[src/rtl/writeback_arbiter.sv]
// Merges ALU results and FIFO-buffered, lane-extracted load returns onto one regfile write port; 1-cycle grant-to-write latency.
// ALU has priority until a load has waited STARVE_LIMIT ALU grants; loads back-pressure via o_ld_ready when the FIFO is full.
module wb_fifo #(
  parameter int W     = 8,
  parameter int DEPTH = 4,
  localparam int AW   = $clog2(DEPTH),
  localparam int CW   = AW + 1
) (
  input  logic          i_clk,
  input  logic          i_arst,
  input  logic          push_vld,
  input  logic [W-1:0]  push_dat,
  input  logic          pop_rdy,
  output logic          head_vld,
  output logic [W-1:0]  head_dat,
  output logic          full,
  output logic [CW-1:0] count
);
  logic [W-1:0]  mem [DEPTH];
  logic [AW-1:0] wr_ptr;
  logic [AW-1:0] rd_ptr;
  logic          push;
  logic          pop;

  assign full     = (count == CW'(DEPTH));
  assign head_vld = (count != '0);
  assign head_dat = mem[rd_ptr];
  assign push     = push_vld && !full;
  assign pop      = pop_rdy && head_vld;

  always_ff @(posedge i_clk) begin
    if (push) begin
      mem[wr_ptr] <= push_dat;
    end
  end

  always_ff @(posedge i_clk) begin
    if (i_arst) begin
      wr_ptr <= '0;
      rd_ptr <= '0;
      count  <= '0;
    end else begin
      if (push) wr_ptr <= wr_ptr + AW'(1);
      if (pop)  rd_ptr <= rd_ptr + AW'(1);
      case ({push, pop})
        2'b10:   count <= count + CW'(1);
        2'b01:   count <= count - CW'(1);
        default: count <= count;
      endcase
    end
  end
endmodule

module writeback_arbiter #(
  parameter int DATA_WIDTH   = 64,
  parameter int ADDR_WIDTH   = 5,
  parameter int FIFO_DEPTH   = 4,
  parameter int STARVE_LIMIT = 3
) (
  input  logic                          i_clk,
  input  logic                          i_arst,
  input  logic                          i_alu_valid,
  output logic                          o_alu_ready,
  input  logic [ADDR_WIDTH-1:0]         i_alu_rd,
  input  logic [DATA_WIDTH-1:0]         i_alu_data,
  input  logic                          i_ld_valid,
  output logic                          o_ld_ready,
  input  logic [ADDR_WIDTH-1:0]         i_ld_rd,
  input  logic [DATA_WIDTH-1:0]         i_ld_data,
  input  logic [2:0]                    i_ld_offset,
  input  logic [1:0]                    i_ld_size,
  input  logic                          i_ld_unsigned,
  output logic                          o_write_en_3,
  output logic [ADDR_WIDTH-1:0]         o_addr_3,
  output logic [DATA_WIDTH-1:0]         o_write_data_3,
  output logic [$clog2(FIFO_DEPTH):0]   o_ld_count
);
  localparam int SW = $clog2(STARVE_LIMIT + 1);
  localparam logic [SW-1:0] STARVE_MAX = SW'(STARVE_LIMIT);

  typedef struct packed {
    logic [ADDR_WIDTH-1:0] rd;
    logic [DATA_WIDTH-1:0] raw;
    logic [2:0]            offset;
    logic [1:0]            size;
    logic                  uns;
  } ld_ent_t;

  ld_ent_t         ld_in;
  ld_ent_t         ld_head;
  logic            fifo_full;
  logic            fifo_nonempty;
  logic [SW-1:0]   starve_cnt;
  logic [SW-1:0]   starve_nxt;
  logic            force_ld;
  logic            alu_grant;
  logic            ld_grant;
  logic [DATA_WIDTH-1:0] ld_sh;
  logic [DATA_WIDTH-1:0] ld_fmt;

  always_comb begin
    ld_in        = '0;
    ld_in.rd     = i_ld_rd;
    ld_in.raw    = i_ld_data;
    ld_in.offset = i_ld_offset;
    ld_in.size   = i_ld_size;
    ld_in.uns    = i_ld_unsigned;
  end

  wb_fifo #(
    .W     ($bits(ld_ent_t)),
    .DEPTH (FIFO_DEPTH)
  ) u_ld_fifo (
    .i_clk    (i_clk),
    .i_arst   (i_arst),
    .push_vld (i_ld_valid),
    .push_dat (ld_in),
    .pop_rdy  (ld_grant),
    .head_vld (fifo_nonempty),
    .head_dat (ld_head),
    .full     (fifo_full),
    .count    (o_ld_count)
  );

  assign o_ld_ready  = !fifo_full;
  assign force_ld    = fifo_nonempty && (starve_cnt == STARVE_MAX);
  assign o_alu_ready = !force_ld;
  assign alu_grant   = i_alu_valid && !force_ld;
  assign ld_grant    = !alu_grant && fifo_nonempty;

  always_comb begin
    starve_nxt = starve_cnt;
    if (!fifo_nonempty || ld_grant) begin
      starve_nxt = '0;
    end else if (alu_grant && (starve_cnt != STARVE_MAX)) begin
      starve_nxt = starve_cnt + SW'(1);
    end
  end

  // Lane extraction: shift the addressed byte to bit 0, then trim and extend by size.
  always_comb begin
    ld_sh  = ld_head.raw >> {ld_head.offset, 3'b000};
    ld_fmt = ld_sh;
    case (ld_head.size)
      2'd0:    ld_fmt = {{(DATA_WIDTH-8){ld_sh[7] & ~ld_head.uns}}, ld_sh[7:0]};
      2'd1:    ld_fmt = {{(DATA_WIDTH-16){ld_sh[15] & ~ld_head.uns}}, ld_sh[15:0]};
      2'd2:    ld_fmt = {{(DATA_WIDTH-32){ld_sh[31] & ~ld_head.uns}}, ld_sh[31:0]};
      default: ld_fmt = ld_sh;
    endcase
  end

  always_ff @(posedge i_clk) begin
    if (i_arst) begin
      starve_cnt     <= '0;
      o_write_en_3   <= 1'b0;
      o_addr_3       <= '0;
      o_write_data_3 <= '0;
    end else begin
      starve_cnt <= starve_nxt;
      if (alu_grant) begin
        o_write_en_3   <= (i_alu_rd != '0);
        o_addr_3       <= i_alu_rd;
        o_write_data_3 <= i_alu_data;
      end else if (ld_grant) begin
        o_write_en_3   <= (ld_head.rd != '0);
        o_addr_3       <= ld_head.rd;
        o_write_data_3 <= ld_fmt;
      end else begin
        o_write_en_3 <= 1'b0;
      end
    end
  end
endmodule

[config.mk]
export PLATFORM = sky130hd
export DESIGN_NAME = writeback_arbiter
export DESIGN_NICKNAME = d
export VERILOG_FILES = /design/src/rtl/writeback_arbiter.sv
export SDC_FILE = /design/constraint.sdc
export NUM_CORES = 1
export LEC_CHECK = 0
export CAP_MARGIN = 25
export CORE_ASPECT_RATIO = 1.25
export CORE_MARGIN = 3
export CORE_UTILIZATION = 55
export DETAILED_ROUTE_END_ITERATION = 6
export GPL_TIMING_DRIVEN = 0
export PLACE_DENSITY = 0.8
export RECOVER_POWER = 50
export SLEW_MARGIN = 20
export SYNTH_ARGS = -nofsm -noshare
export SYNTH_HDL_FRONTEND = slang
export SYNTH_SLANG_ARGS = --single-unit
[constraint.sdc]
create_clock -name i_clk -period 4 [get_ports i_clk]
set_input_delay 0.4 -clock i_clk [delete_from_list [all_inputs] [get_ports i_clk]]
set_output_delay 0.4 -clock i_clk [all_outputs]
set_load 0.1 [all_outputs]
# --- Word-level counts from Yosys, hierarchy flattened ---
# Memory sizes are Yosys's and may differ from the RTL's. A register that Yosys moved wholly into a read port is not among the register bits.
# Cells that the tools add are included.
word_totals:
  ff_bits: 79
  ram_bits: 300
  input_bits: 148
  output_inout_bits: 75
  elab_cells: 55
  memories: 1
mem_list:
  columns: ["name", "words", "width", "read_ports", "rd_ports_with_merged_regs", "wr", "line_no", "source"]
  rows:
  - ["u_ld_fifo.mem", 4, 75, 1, 1, 1, "19", "logic [W-1:0] mem [DEPTH];"]
classes:
  n_addsub: 5
  eq_ne: 7
  n_shift: 1
  n_mux: 12
  n_bitwise: 4
  reduce_logical: 18
ops:
  columns: ["operator", "n"]
  rows:
  - ["case mux 64 bit (3 select lines)", 1]
  - ["2-to-1 mux 64 bit", 2]
  - [">> shifter 64 x 6 -> 64 bit", 1]
  - ["2-to-1 mux 5 bit", 2]
  - ["nonzero test 5 bit", 2]
  - ["adder 2 x 1 -> 2 bit, second input constant", 3]
  - ["== test 2 bit, second input constant", 3]
  - ["logical AND 1 bit", 6]
  - ["case mux 3 bit (2 select lines)", 1]
  - ["== test 2 x 1 -> 1 bit, second input constant", 2]
  - ["zero test 1 bit", 4]
  - ["2-to-1 mux 1 bit", 4]
  - ["2-to-1 mux 2 bit", 2]
  - ["nonzero test 2 bit", 2]
  - ["adder 3 x 1 -> 3 bit, second input constant", 1]
  - ["AND 1 bit", 3]
  - ["== test 3 bit, second input constant", 1]
  - ["nonzero test 3 bit", 1]
  - ["subtractor 3 x 1 -> 3 bit, second input constant", 1]
  - ["zero test 2 bit", 1]
  - ["inequality test 2 bit, second input constant", 1]
  - ["OR reduction 2 bit", 1]
  - ["logical OR 1 bit", 1]
  - ["inverter 1 bit", 1]

# --- Logic depth before layout (Yosys ltp) ---
# Gate-level depths: netlist of the first run.
depth:
  ltp_word: 9
  mapped_depth: 12

# --- Modules after synthesis ---
# Synthesis of the first run repeated with hierarchy kept, for this count alone.
unflattened:
  hier_cells: 1102
  hier_area_um2: 17588.1
by_module_without_submodules:
  columns: ["module", "instances", "cells_each", "area_each_um2", "seq_area_each_um2"]
  rows:
  - ["wb_fifo", 1, 443, 11288.3, 9188.8]
  - ["writeback_arbiter", 1, 659, 6299.8, 1441.4]

# --- Least setup slack after synthesis of the first run ---
# OpenSTA, ideal clock, no wires.
synth_path:
  kind: "reg-to-reg"
  start: "register u_ld_fifo.count[1]"
  end: "memory u_ld_fifo.mem[0][0] (netlist name), enable pin"
  arrival_ps: 3986
  required_time_ps: 3558
  path_slack_ps: -428
  path_stages_with_launch: 4
  path_buffers: 0
  period_less_slack_ps: 4428
  cell_sequence: "dfxtp_1 -> inv_1 -> nand3_1 -> and3_1"
synth_via:
  elab_chain_cells: 5
synth_lines:
  columns: ["item", "line_no", "source"]
  rows:
  - ["start, declared", "17", "output logic [CW-1:0] count"]
  - ["start signal, assigned", "46", "2'b10: count <= count + CW'(1);"]
  - ["start signal, assigned", "47", "2'b01: count <= count - CW'(1);"]
  - ["start signal, assigned", "48", "default: count <= count;"]
  - ["== test 3 bit", "25", "assign full = (count == CW'(DEPTH));"]
  - ["zero test 1 bit", null, null]
  - ["named net o_ld_ready", "67", "output logic o_ld_ready,"]
  - ["logical AND 1 bit", "28", "assign push = push_vld && !full;"]
  - ["2-to-1 mux 1 bit", "32", "if (push) begin"]
  - ["2-to-1 mux 1 bit (not written as such)", "33", "mem[wr_ptr] <= push_dat;"]
  - ["end, declared", "19", null]
# The timed path passes the listed nets, and every way through them passes these cells.

==> results of run 1 <==
==> metal layers <==
metal  track usage [%]  vias up
li1                  -     4742
met1              35.4     5257
met2              46.6      472
met3              4.94       93
met4              10.1        0
met5                 0        -
==> what timing repair did <==
| action | 4_1_cts | 5_1_grt |
|---|---|---|
| endpoints found under the hold margin | 0 | 0 |
| endpoints found under the setup margin | 0 | 2 |
| gates resized for setup | 0 | 1 |
==> power groups by stage <==
stage | Combinational, mW | Sequential (mW) | Clock, mW
3_5_place_dp | 7.15 | 5.20 | 0
3_3_place_gp | 7.10 | 5.18 | 0
5_1_grt | 7.53 | 5.18 | 3.35
4_1_cts | 7.19 | 5.12 | 3.21
2_1_floorplan | 3.27 | 6.97 | 0
6_report | 7.21 | 5.13 | 3.15
==> registers in the layout (all words and copies together) (netlist names), named ones only <==
register and cells:
o_write_data_3 64, u_ld_fifo.rd_ptr 2, o_addr_3 5, u_ld_fifo.wr_ptr 2, o_write_en_3 1, u_ld_fifo.count 3, u_ld_fifo.mem 300, starve_cnt 2
==> Yosys cell counts, types with 8 or more instances <==
cell	instances
nand3_1	9
nand2_1	109
nor3b_1	11
nand2b_1	18
a31oi_1	8
a211oi_1	26
mux4_2	88
a211oi_2	10
mux2i_1	38
nor2_1	40
edfxtp_1	300
or3_1	10
mux2_2	11
a21oi_1	19
clkbuf_1	46
nor2b_1	9
o211ai_1	16
o21ai_0	44
a221o_1	9
o22ai_1	22
dfxtp_1	81
buf_2	17
==> how the worst max path moves through the flow <==
stage	depth (start not counted)	slack, ns	end
5_1_grt	9	0.20	o_write_data_3[21]
2_1_floorplan	9	0.13	u_ld_fifo.count[2]
3_5_place_dp	9	0.14	o_write_data_3[21]
3_3_place_gp	9	0.12	o_write_data_3[21]
6_report	9	0.27	o_write_data_3[21]
4_1_cts	9	0.06	o_write_data_3[21]
==> through the flow <==
| stage | total power, mW | utilization [%] | cells | hold WS [ns] |
|---|---|---|---|---|
| finish | 15.5 | 70.1 | 1736 | 0.451 |
| global route | 16.1 | 70.1 | 1736 | 0.474 |
| CTS | 15.5 | 70.2 | 1736 | 0.440 |
| global placement | 12.3 | 66.1 | 1669 | 0.413 |
| detailed placement | 12.4 | 66.4 | 1673 | 0.431 |
| floorplan | 10.2 | - | 1057 | 0.406 |
==> cell type report <==
cell class / instances / area [um^2] / area share, %
plain buffers: 76 / 364 / 1.80
multi-input cells: 594 / 5330 / 26.4
well taps: 390 / 488 / 2.41
inverters: 6 / 22.5 / 0.111
repair buffers: 226 / 2300 / 11.4
flip-flops and latches: 381 / 10600 / 52.6
clock buffers: 49 / 1000 / 4.96
clock inverters: 14 / 80.1 / 0.396
==> cell families after synthesis <==
| group | share of synthesized area [%] |
|---|---|
| AO/OA/AOI/OAI | 9.16 |
| XOR/XNOR | 0.268 |
| adder cells (fa/ha/maj) | 0.582 |
| buffers and inverters | 2.36 |
| flip-flops | 65.0 |
| multiplexers | 15.3 |
| AND/OR/NAND/NOR | 7.28 |
==> critical path: stages (launching register included) <==
cell,delay [ns]
dfxtp_1,0.50
buf_2,0.34
buf_2,0.35
clkbuf_1,0.52
mux4_2,0.43
mux2i_1,0.55
nand2_1,0.12
a31oi_1,0.43
nor3b_1,0.09
a221o_1,0.28
==> qor.csv, run 1 <==
metric,value,unit
synth_area_leaders,"edfxtp_1 55%, mux4_2 12%, dfxtp_1 9.9%, nand2_1 2.5%, mux2i_1 2.3%",
synth-edff-count,300,
syn2layout_area_growth,23.7,%
cts-root-buf,clkbuf_16,
finalMaxSlewViolations,132,
cts_tree,done,
syn_area,16300,um^2
met1_length,17.1,mm
switchingPower,6.49,mW
via_per_inst,6.09,
cts_made_buffers,36,
path_class,reg -> reg,
nets,1476,
syn-num-nets,1212,
dr_wl_met3,2.98,mm
hold_end,starve_cnt[0],
cts_max_level,2,
yosysWarnings,0,
diodes,0,
yosysTopAreaCell,edfxtp_1,
intPower,9.00,mW
sw_frac_of_total,41.9,%
synth.top_cell.area_share,55.1,%
n_fill_cell,1926,
synthCells,1057,
drive_above_1_share,15.8,%
required,4.41,ns
boundaryPins,223,
dp_hpwl,31.6,mm
hold_viol,0,
groute.usage.overall,27.3,%
failed_checks,"max-capacitance violations, max-slew violations",
cts_buffer_depth,3,
die_y,199,um
synth_cell_types,64,
place_area,19200,um^2
r2r_slack,0.27,ns
vias,10564,
numPortBuffers,222,
ctsHoldBuffers,0,
post-place-ws,0.139,ns
grt_pass1_vias,10879,
final.setup.worst_slack,0.270,ns
pwr-share-comb,46.5,%
ff2ff_path_depth,9,
cap_violations,3,
antenna_found_initial,1,
p_leak,6.68,nW
critPathMaxFanout,10,
pwr_density_cell,766,nW/um^2
start_kind,flip-flop,
outcome,finished with violations,
clock_latency,0.52,ns
post-route-min-period,3.73,ns
finClkSkew,0.0157,ns
clk_pin_slew,0.06,ns
drtIter0Drc,996,
wl_per_cell,25.0,um
final.period_utilization,93.2,%
dr.pass1.iters,5,
min_path_type,reg -> reg,
r2r_end,o_write_data_3[21],
avgSynthCellArea,15.5,um^2
fmax,268,MHz
cts_setup_buffers,0,
wl,43.4,mm
setup_viol,0,
hold_path_depth,1,
ys_async_sr_fraction,0,%
die_w,160,um
seq_power_share,33.1,%
setup_tns,0,ns
ys_ff_latch,381,
mostFrequentLayoutCell,edfxtp_1,
grt_max_degree,45,
dieArea,31800,um^2
start_util,56.7,%
row_count,69,
dr.max_layer_used,met4,
vdd_drop_max,0.000424,V
hp-start,starve_cnt[0],
grt_pass1_wl,65.9,mm
yosysSeqAreaShare,65.0,%
fin_area,20200,um^2
final_cell_mix,"300 x edfxtp_1, 146 x clkdlybuf4s50_1, 109 x nand2_1",
cts.sinks,381,
gp_congestion,0.984,
ant_nets,0,
endpoint_kind,flip-flop,
crit_arrival,4.14,ns
clkPwrFrac,20.3,%
timing.slew.headroom,-58.3,%
drc_errors,0,
met2_length,21.8,mm
synth_top_flop_cell,edfxtp_1,
rsz0062_at_grt,no,
core_area,28800,um^2
grt_overflow,0,
tightest_slew,2.37,ns
(Power assumes the default switching activity.)
==> inputs of run 2 (changes only) <==
- MAX_ROUTING_LAYER: default -> met4
==> qor.csv, run 2 (synthesized netlist as in run 1, its figures left out) <==
metric,value,unit
outcome,finished with violations,
failed_checks,"max-capacitance violations, max-slew violations",
setup_tns,0,ns
start_util,56.7,%
hp-start,starve_cnt[0],
finClkSkew,0.0255,ns
timing.slew.headroom,-22.2,%
cts_max_level,2,
dieArea,31800,um^2
cts_buffer_depth,3,
r2r_end,o_write_data_3[21],
syn2layout_area_growth,24.8,%
r2r_slack,0.21,ns
numPortBuffers,222,
min_path_type,reg -> reg,
antenna_found_initial,1,
grt_busiest_layer,met2,
grtUsageMet2,48.4,%
gp_congestion,0.982,
mostFrequentLayoutCell,edfxtp_1,
reg.largest.list,"u_ld_fifo.mem (300), o_write_data_3 (64), o_addr_3 (5)",
cts_made_buffers,37,
groute.usage.overall,29.3,%
finalMaxSlewViolations,33,
start_kind,flip-flop,
nets,1478,
dp.cells,1674,
core_area,28800,um^2
drive_above_1_share,16.7,%
row_count,69,
ff2ff_path_depth,9,
cts_tree,done,
grt_max_degree,44,
largest_register_ffs,300,
tightest_slew,1.83,ns
hold_end,starve_cnt[0],
drc_errors,0,
drtIter0Drc,1110,
required,4.44,ns
die_y,199,um
path_class,reg -> reg,
hold_viol,0,
final_cell_mix,"300 x edfxtp_1, 146 x clkdlybuf4s50_1, 109 x nand2_1",
grt_overflow,0,
hold_ws,0.436,ns
setup_viol,0,
hold_path_depth,1,
p_leak,6.76,nW
cts.sinks,381,
pwr_density_cell,779,nW/um^2
clk_pin_slew,0.07,ns
post-route-util,70.8,%
grt_use_met3,5.69,%
die_w,160,um
ant_nets,0,
dp_hpwl,32.1,mm
total_power,15.9,mW
ctsHoldBuffers,0,
dr.pass1.iters,5,
endpoint_kind,flip-flop,
cts-root-buf,clkbuf_16,
via_per_inst,6.19,
post-route-min-period,3.79,ns
vias,10785,
clock_latency,0.55,ns
grt_pass1_wl,67.9,mm
use_met1,35.9,%
boundaryPins,223,
finalNonFillerCells,1742,
cap_violations,1,
final.period_utilization,94.7,%
vdd_drop_max,0.000477,V
fmax,264,MHz
wl,45.5,mm
crit_arrival,4.23,ns
max_flop_register,u_ld_fifo.mem,
rsz0062_at_grt,no,
wl_per_cell,26.1,um
critPathMaxFanout,10,
grt_pass1_vias,10967,
## run 2: where the power goes
part           switching [mW]  leakage, nW  internal [mW]
logic                    4.91         2.73           2.35
clock network            1.51        0.604           1.98
registers               0.251         3.42           4.89
## run 2: worst max-delay path, cell delays in order, from the launching register on
cell and delay, ns:
dfxtp_1 0.49, buf_2 0.33, buf_2 0.36, clkbuf_1 0.56, mux4_2 0.45, mux2i_1 0.57, nand2_1 0.12, a31oi_1 0.42
nor3b_1 0.09, a221o_1 0.28
## run 2: cell type report
cell class / count / area (um^2)
Buffer: 76 / 364
Clock buffer: 42 / 976
Inverter: 6 / 22.5
Multi-Input combinational cell: 594 / 5340
Timing Repair Buffer: 227 / 2330
Tap cell: 390 / 488
Fill cell: 1936 / 8430
Antenna cell: 1 / 2.50
Clock inverter: 25 / 253
Sequential cell: 381 / 10600
## run 2: timing repair
action,CTS,global route
buffers inserted,0,0
resized for setup,0,1
setup endpoints to repair,0,1
## run 2: worst max-delay path by stage
| stage | from | endpoint | slack, ns | depth (start not counted) |
|---|---|---|---|---|
| floorplan | u_ld_fifo.count[2] | u_ld_fifo.count[2] | 0.13 | 9 |
| global placement | flip-flop | o_write_data_3[21] | 0.12 | 9 |
| detailed placement | flip-flop | o_write_data_3[21] | 0.13 | 9 |
| CTS | flip-flop | o_write_data_3[21] | 0.12 | 9 |
| global route | flip-flop | o_write_data_3[18] | 0.12 | 9 |
| finish | flip-flop | o_write_data_3[21] | 0.21 | 9 |
## run 2: metrics by stage
step	worst slack (ns)	cell area (um^2)
floorplan	0.131	16300
global placement	0.123	19100
detailed placement	0.126	19200
CTS	0.120	20400
global route	0.123	20400
finish	0.210	20400
## run 2: routing by layer
layer	part of all wire [%]	wire length, um
met5	0	0
met4	3.9	1780
met3	7.6	3470
met2	50	22900
met1	38	17300
==> inputs of run 3 (changes only) <==
- CAP_MARGIN: 25 -> 20
- MAX_ROUTING_LAYER: met4 -> default
- SETUP_SLACK_MARGIN: default -> 0.2
==> qor.csv, run 3 (synthesized netlist as in run 1, its figures left out) <==
metric,value,unit
wl_per_cell,25.6,um
row_count,69,
vdd_drop_max,0.000493,V
hold_viol,0,
final_cell_mix,"300 x edfxtp_1, 146 x clkdlybuf4s50_1, 109 x nand2_1",
final.period_utilization,90.3,%
die_w,160,um
setup_tns,0,ns
numPortBuffers,222,
clk_pin_slew,0.06,ns
critPathMaxFanout,10,
grt_max_degree,49,
timing.slew.headroom,-39.9,%
reg.largest.list,"u_ld_fifo.mem (300), o_write_data_3 (64), o_addr_3 (5)",
via_per_inst,6.16,
cts-root-buf,clkbuf_16,
largest_register_ffs,300,
antenna_found_initial,1,
grt_pass1_vias,10721,
vias,10730,
dieArea,31800,um^2
hold_ws,0.438,ns
area.sequential,10600,um^2
drtIter0Drc,1158,
endpoint_kind,flip-flop,
start_kind,flip-flop,
cap_violations,4,
mostFrequentLayoutCell,edfxtp_1,
grt_overflow,0,
drive_above_1_share,16.1,%
rsz0062_at_grt,no,
setup_viol,0,
post-route-min-period,3.61,ns
cts_max_level,2,
required,4.40,ns
total_power,16.0,mW
syn2layout_area_growth,24.9,%
ant_nets,0,
max_flop_register,u_ld_fifo.mem,
gp_congestion,0.951,
n_fill_cell,1915,
clock_latency,0.54,ns
cts_tree,done,
finClkSkew,0.0260,ns
multi_input_area,5330,um^2
hold_end,starve_cnt[0],
hold_path_depth,1,
die_y,199,um
core_area,28800,um^2
nets,1477,
failed_checks,"max-capacitance violations, max-slew violations",
groute.usage.overall,27.6,%
cts.sinks,381,
cts_buffer_depth,3,
dp_hpwl,31.5,mm
outcome,finished with violations,
path_class,reg -> reg,
start_util,56.7,%
drc_errors,0,
grt_pass1_wl,66.5,mm
dr.pass1.iters,5,
tightest_slew,2.10,ns
p_leak,6.77,nW
cts_made_buffers,37,
r2r_slack,0.39,ns
pwr_density_cell,782,nW/um^2
crit_arrival,4.01,ns
ff2ff_path_depth,9,
min_path_type,reg -> reg,
hp-start,starve_cnt[0],
fmax,277,MHz
wl,44.5,mm
cts_setup_buffers,0,
boundaryPins,223,
r2r_end,o_write_data_3[22],
finalMaxSlewViolations,130,
[run 3: power by group]
part	switching (mW)	total [mW]	leakage, nW	internal, mW
Sequential	0.246	5.13	3.42	4.89
Combinational	4.88	7.23	2.73	2.35
Clock	1.46	3.60	0.612	2.14
Total	6.58	16.0	6.77	9.38
[run 3: metal layers]
layer	global-route usage [%]	routed length, um	vias up
li1	-	-	4737
met1	35.4	17000	5304
met2	47.9	22500	587
met3	4.81	3410	102
met4	10.3	1630	0
met5	0	0	-
[run 3: worst max-delay path: stages (launching register included)]
cell	delay, ns
dfxtp_1	0.49
buf_2	0.34
buf_2	0.33
buf_2	0.36
mux4_2	0.48
mux2i_1	0.58
nand2_1	0.12
a31oi_1	0.42
nor3b_1	0.09
a221o_1	0.28
[run 3: through the flow]
step | instance area [um^2] | util [%] | setup slack (ns) | std cells
floorplan | 16400 | - | 0.252 | 1057
global placement | 19100 | 66.1 | 0.213 | 1669
detailed placement | 19200 | 66.5 | 0.208 | 1673
CTS | 20400 | 70.9 | 0.319 | 1740
global route | 20400 | 70.8 | 0.337 | 1740
finish | 20400 | 70.8 | 0.390 | 1741
[run 3: how the worst max path moves through the flow]
stage	endpoint	slack (ns)	depth (start not counted)
3_3_place_gp	o_write_data_3[18]	0.21	9
6_report	o_write_data_3[22]	0.39	9
5_1_grt	o_write_data_3[21]	0.34	9
4_1_cts	o_write_data_3[21]	0.32	9
3_5_place_dp	o_write_data_3[19]	0.21	9
2_1_floorplan	o_write_data_3[56]	0.25	9
[run 3: cell type report]
| type | count | area share [%] |
|---|---|---|
| Sequential cell | 381 | 52.1 |
| Buffer | 76 | 1.79 |
| Timing Repair Buffer | 226 | 11.4 |
| Clock inverter | 19 | 1.09 |
| Tap cell | 390 | 2.39 |
| Clock buffer | 48 | 5.04 |
| Antenna cell | 1 | 0.0123 |
| Multi-Input combinational cell | 594 | 26.1 |
| Inverter | 6 | 0.110 |
[run 3: what timing repair did]
action / in CTS / in global routing
setup endpoints to repair: 4 / 1
hold buffers: 0 / 0
resized for setup: 1 / 2
